File: config.mk
export PLATFORM = sky130hd
export DESIGN_NAME = hazard_flush_ctrl
export DESIGN_NICKNAME = d
export VERILOG_FILES = /design/src/rtl/mznm_pkg.sv /design/src/rtl/load_use_detect.sv /design/src/rtl/hazard_flush_ctrl.sv
export SDC_FILE = /design/constraint.sdc
export NUM_CORES = 1
export LEC_CHECK = 0
export ABC_AREA = 1
export BUFFER_PORTS_ARGS = -buffer_cell sky130_fd_sc_hd__buf_2
export CORE_UTILIZATION = 44
export DETAILED_ROUTE_END_ITERATION = 12
export PLACE_DENSITY = 0.89
export SLEW_MARGIN = 30
export SYNTH_ARGS = -nofsm -noshare
export SYNTH_HDL_FRONTEND = slang
export SYNTH_SLANG_ARGS = --single-unit
File: constraint.sdc
create_clock -name Clk -period 2.09 [get_ports Clk]
set_input_delay 0.1045 -clock Clk [delete_from_list [all_inputs] [get_ports Clk]]
set_output_delay 0.1045 -clock Clk [all_outputs]
set_load 0.01 [all_outputs]
File: src/rtl/mznm_pkg.sv
// Shared opcode constants, PC-select encodings and hazard/flush FSM state encoding.
package mznm_pkg;

  localparam logic [4:0] OP_NOP  = 5'h00;
  localparam logic [4:0] OP_POP  = 5'h0C;
  localparam logic [4:0] OP_LDD  = 5'h14;
  localparam logic [4:0] OP_JMP  = 5'h1B;
  localparam logic [4:0] OP_CALL = 5'h1C;
  localparam logic [4:0] OP_RET  = 5'h1D;
  localparam logic [4:0] OP_RTI  = 5'h1E;

  localparam logic [1:0] PC_SEQ = 2'b00;
  localparam logic [1:0] PC_BRT = 2'b01;
  localparam logic [1:0] PC_RET = 2'b10;
  localparam logic [1:0] PC_INT = 2'b11;

  localparam logic [2:0] FLASH_INIT = 3'd2;

  typedef enum logic [1:0] {
    S_RUN       = 2'b00,
    S_LOADSTALL = 2'b01,
    S_RETWAIT   = 2'b10,
    S_FLUSH     = 2'b11
  } state_e;

  function automatic logic is_ret_op(input logic [4:0] opcode);
    return (opcode == OP_RET) || (opcode == OP_RTI);
  endfunction

  function automatic logic is_load_op(input logic [4:0] opcode);
    return (opcode == OP_LDD) || (opcode == OP_POP);
  endfunction

endpackage

File: src/rtl/load_use_detect.sv
// Combinational load-use hazard compare between the decode sources and the execute load target.
module load_use_detect
  import mznm_pkg::*;
(
  input  logic [4:0] e_opcode,
  input  logic [2:0] e_dst,
  input  logic [2:0] d_src1,
  input  logic [2:0] d_src2,
  input  logic       d_use1,
  input  logic       d_use2,
  output logic       hazard
);

  logic src1_hit;
  logic src2_hit;

  assign src1_hit = d_use1 && (d_src1 == e_dst);
  assign src2_hit = d_use2 && (d_src2 == e_dst);
  assign hazard   = is_load_op(e_opcode) && (src1_hit || src2_hit);

endmodule

File: src/rtl/hazard_flush_ctrl.sv
// Pipeline hazard and flush controller: load-use stalls, taken-branch/interrupt flushes and
// return-address waits, with a registered drain counter for the decode/execute buffer.
module hazard_flush_ctrl
  import mznm_pkg::*;
(
  input  logic       Clk,
  input  logic       Rst,
  input  logic [4:0] DOpcode,
  input  logic [2:0] DSrc1,
  input  logic [2:0] DSrc2,
  input  logic       DUse1,
  input  logic       DUse2,
  input  logic [4:0] EOpcode,
  input  logic [2:0] EDst,
  input  logic       ETaken,
  input  logic       MRetValid,
  input  logic       IntReq,
  output logic       StallFD,
  output logic       PCHold,
  output logic       BubbleDE,
  output logic       FlushFD,
  output logic       FlushDE,
  output logic       IntAck,
  output logic       Busy,
  output logic [1:0] PCSel,
  output logic [2:0] FlashNum
);

  state_e     state_q, state_d;
  logic [2:0] flash_num_q, flash_num_d;
  logic       load_use;

  logic       stall_fd, pc_hold, bubble_de, flush_fd, flush_de, int_ack, busy;
  logic [1:0] pc_sel;

  // Decode opcode is not needed: DUse1/DUse2 already qualify the source reads.
  logic unused_dopcode;
  assign unused_dopcode = ^DOpcode;

  load_use_detect u_load_use_detect (
    .e_opcode (EOpcode),
    .e_dst    (EDst),
    .d_src1   (DSrc1),
    .d_src2   (DSrc2),
    .d_use1   (DUse1),
    .d_use2   (DUse2),
    .hazard   (load_use)
  );

  always_comb begin
    state_d     = state_q;
    flash_num_d = flash_num_q;
    stall_fd    = 1'b0;
    pc_hold     = 1'b0;
    bubble_de   = 1'b0;
    flush_fd    = 1'b0;
    flush_de    = 1'b0;
    int_ack     = 1'b0;
    busy        = 1'b0;
    pc_sel      = PC_SEQ;
    unique case (state_q)
      S_RUN: begin
        flash_num_d = '0;
        if (is_ret_op(EOpcode)) begin
          flush_fd    = 1'b1;
          flush_de    = 1'b1;
          pc_hold     = 1'b1;
          state_d     = S_RETWAIT;
          flash_num_d = FLASH_INIT;
        end else if (ETaken) begin
          pc_sel      = PC_BRT;
          flush_fd    = 1'b1;
          flush_de    = 1'b1;
          state_d     = S_FLUSH;
          flash_num_d = FLASH_INIT;
        end else if (IntReq) begin
          int_ack     = 1'b1;
          pc_sel      = PC_INT;
          flush_fd    = 1'b1;
          flush_de    = 1'b1;
          state_d     = S_FLUSH;
          flash_num_d = FLASH_INIT;
        end else if (load_use) begin
          stall_fd  = 1'b1;
          pc_hold   = 1'b1;
          bubble_de = 1'b1;
          state_d   = S_LOADSTALL;
        end
      end
      S_LOADSTALL: begin
        busy        = 1'b1;
        state_d     = S_RUN;
        flash_num_d = '0;
      end
      S_RETWAIT: begin
        busy = 1'b1;
        if (MRetValid) begin
          pc_sel      = PC_RET;
          state_d     = S_RUN;
          flash_num_d = '0;
        end else begin
          flush_fd    = 1'b1;
          pc_hold     = 1'b1;
          flash_num_d = (flash_num_q == 3'd0) ? 3'd0 : flash_num_q - 3'd1;
        end
      end
      S_FLUSH: begin
        busy = 1'b1;
        // Leave on the last drain cycle; <= also recovers from a zero count.
        if (flash_num_q <= 3'd1) begin
          state_d     = S_RUN;
          flash_num_d = '0;
        end else begin
          flash_num_d = flash_num_q - 3'd1;
        end
      end
      default: begin
        state_d     = S_RUN;
        flash_num_d = '0;
      end
    endcase
  end

  always_ff @(posedge Clk) begin
    if (Rst) begin
      state_q     <= S_RUN;
      flash_num_q <= '0;
    end else begin
      state_q     <= state_d;
      flash_num_q <= flash_num_d;
    end
  end

  assign StallFD  = ~Rst & stall_fd;
  assign PCHold   = ~Rst & pc_hold;
  assign BubbleDE = ~Rst & bubble_de;
  assign FlushFD  = ~Rst & flush_fd;
  assign FlushDE  = ~Rst & flush_de;
  assign IntAck   = ~Rst & int_ack;
  assign Busy     = ~Rst & busy;
  assign PCSel    = Rst ? PC_SEQ : pc_sel;
  assign FlashNum = Rst ? 3'd0 : flash_num_q;

endmodule

==> impl_metrics.toml <==
[outcome]
status = "finished clean"

[critical_path]
critPathMaxFanout = 5
endpoint_kind = "output port"
critPathSlowestCell = "dfxtp_1"
cp_common_cell = "nor2_1"
cp_slowest_stage_delay_ps = 360
crit_arrival_ps = 1400
critPathLaunchType = "flop"
worstPathRequired_ps = 1990
path_cells = "nor2_4, inv_4, nor2_1, nand2_1, nor2_1, buf_2"
path_class = "flop to output port"

[yosys]
synthAdderAreaFrac_pct = 6.198
synthSimpleGateAreaFrac_pct = 51.24
syn-instance-count = 107
muxShareOfSynthArea_pct = 0
synth_top_family_by_area = "simple AND/OR/NAND/NOR gates"
synth_nets = 136
seq_area_frac_synth_pct = 16.53
syn_area_sq_um = 605.6
synth_xor_area_share_pct = 1.446
synth_compound_area_share_pct = 9.917
synth_cell_type_count = 22
syn_avg_cell_area_sq_um = 5.660
ys_ff_latch = 5
synth_warnings = 0

[timing]
setup_violations = 0
fin_skew_ps = 5.106
holdWs_ps = 214.1
fin_tns_setup_ps = 0
rsz0062_at_grt = "false"
fmax_ghz = 0.6630
final-max-slew-violation-count = 0
hold_viol = 0
tightest_slew_ps = 227.9
slew_headroom_pct = 84.79
min_period_ps = 1508
period_share_pct = 72.17

[floorplanning]
die_y_microns = 39.10
fp.dieW_microns = 39.10
die_area_sq_um = 1529
core_area_sq_um = 1285
start_util_pct = 47.13
io_pins = 38
rows = 13

[clock_tree]
cts.sinks = 5
cts_resized = 0
root_buffer = "clkbuf_4"
hold_buffers = 0
htreeDepth = 1
cts_tree = "built"
insertion_delay_ps = 250
clock_path_buffers = 2
cts_inserted_buffers = 3
cts_setup_buffers = 0
clk_pin_slew_ps = 50

[routing]
viasPerCell = 4.628
wl_met1_microns = 573
dr.pass1.iters = 4
topRoutingLayerUsed = "met4"
wl_met2_microns = 672
post_drt_wl_per_cell_microns = 8.590
drc = 0
via_count = 722
drt_iter0_markers = 22
wl_met3_microns = 80
wl_microns = 1340
ant_nets = 0

[place]
port_buffers = 32
dp_hpwl_microns = 1132
gp_congestion = 0.7599
dp_cells = 152

[global_route]
grt_pass1_wl_microns = 2104
track_usage_pct = 20.67
antenna_found_initial = 0
grt-ovfl-total = 0
grt_max_degree = 14
grt_pass1_vias = 583

[layout]
drive_gt1_share_pct = 37.59
fin_cells = 156
fillers = 121
synthToLayoutAreaGrowth_pct = 32.02
mostFrequentLayoutCell = "buf_2"
layout_common_cells = "buf_2 (32), nand2_1 (31), nor2_1 (19)"
layout.nets = 171
antenna_cells = 0

[power]
powerDensity_nw_per_um2 = 560.0
total_leakage_power_nw = 0.4924
fin_total_pwr_mw = 0.4477
ir_worst_vdd_uv = 284.9

[min_path]
hold_path_class = "input pin to flop"

[run]
drv_cap = 0
-- through the flow --
step / instance area (sq um) / util [%] / setup WS (ps)
global placement: 773.2 / 60.18 / 810.0
detailed placement: 773.2 / 60.18 / 797.9
finish: 799.5 / 62.22 / 581.7
CTS: 799.5 / 62.22 / 590.6
global route: 799.5 / 62.22 / 510.1
floorplan: 605.6 / - / 848.2
-- registers in the layout, summed over array words and instances (netlist names) --
register     cells
flash_num_q      3
state_q          2
-- cell usage after synthesis, drive strengths merged --
library cell,instances,share of area [%]
dfxtp,5,17
nand4,1,1.0
nand3,5,6.2
ha,3,6.2
buf,2,1.9
nor2,26,21
a21oi,4,3.9
o22ai,1,2.1
o21ai,4,3.9
xor2,1,1.4
nand2,35,23
inv,20,13
-- critical path: cells and delay by family (launching register included) --
kind	cells	cell delay [ps]
simple gates	4	590
flops	1	360
buf+inv	2	200
-- path summary, 6_finish.rpt --
kind / cells past startpoint / slack [ps] / startpoint / endpoint
setup reg to reg: 8 / 810 / flash_num_q[1] / state_q[0]
hold reg to reg: 1 / 490 / flash_num_q[0] / flash_num_q[0]
setup / recovery: 6 / 580 / state_q[0] / StallFD
hold / removal: 2 / 210 / Rst / state_q[1]
-- metal layers --
layer | global-route usage (%) | vias to the layer above
met3 | 6.936 | 3
met4 | 11.21 | 0
met2 | 36.67 | 23
met1 | 20.82 | 307
met5 | 0 | -
li1 | - | 389
-- logic make-up (layout without fill, tap and decap cells) --
logic type,after synthesis,after routing
adders and majority gates,3,3
xor gates and xnor gates,1,1
and+or+nand+nor,67,67
DFF,5,5
buffers and inverters,22,56
AOI/OAI and AO/OA,9,9
-- area by class of cell --
cell class                      instances  area (sq um)  share of cell area (%)
Timing Repair Buffer                   32         160.2                   20.03
Multi-Input combinational cell         80         416.7                   52.11
Clock buffer                            4         26.28                   3.286
Sequential cell                         5         100.1                   12.52
Tap cell                               15         18.77                   2.347
Inverter                               20         77.57                   9.703
-- where the power goes --
group / internal, mW / switching [mW] / total (mW)
logic: 0.0832 / 0.124 / 0.207
clock network: 0.0724 / 0.0434 / 0.116
registers: 0.109 / 0.0158 / 0.125
No activity file was read; power rests on OpenSTA's default activity.
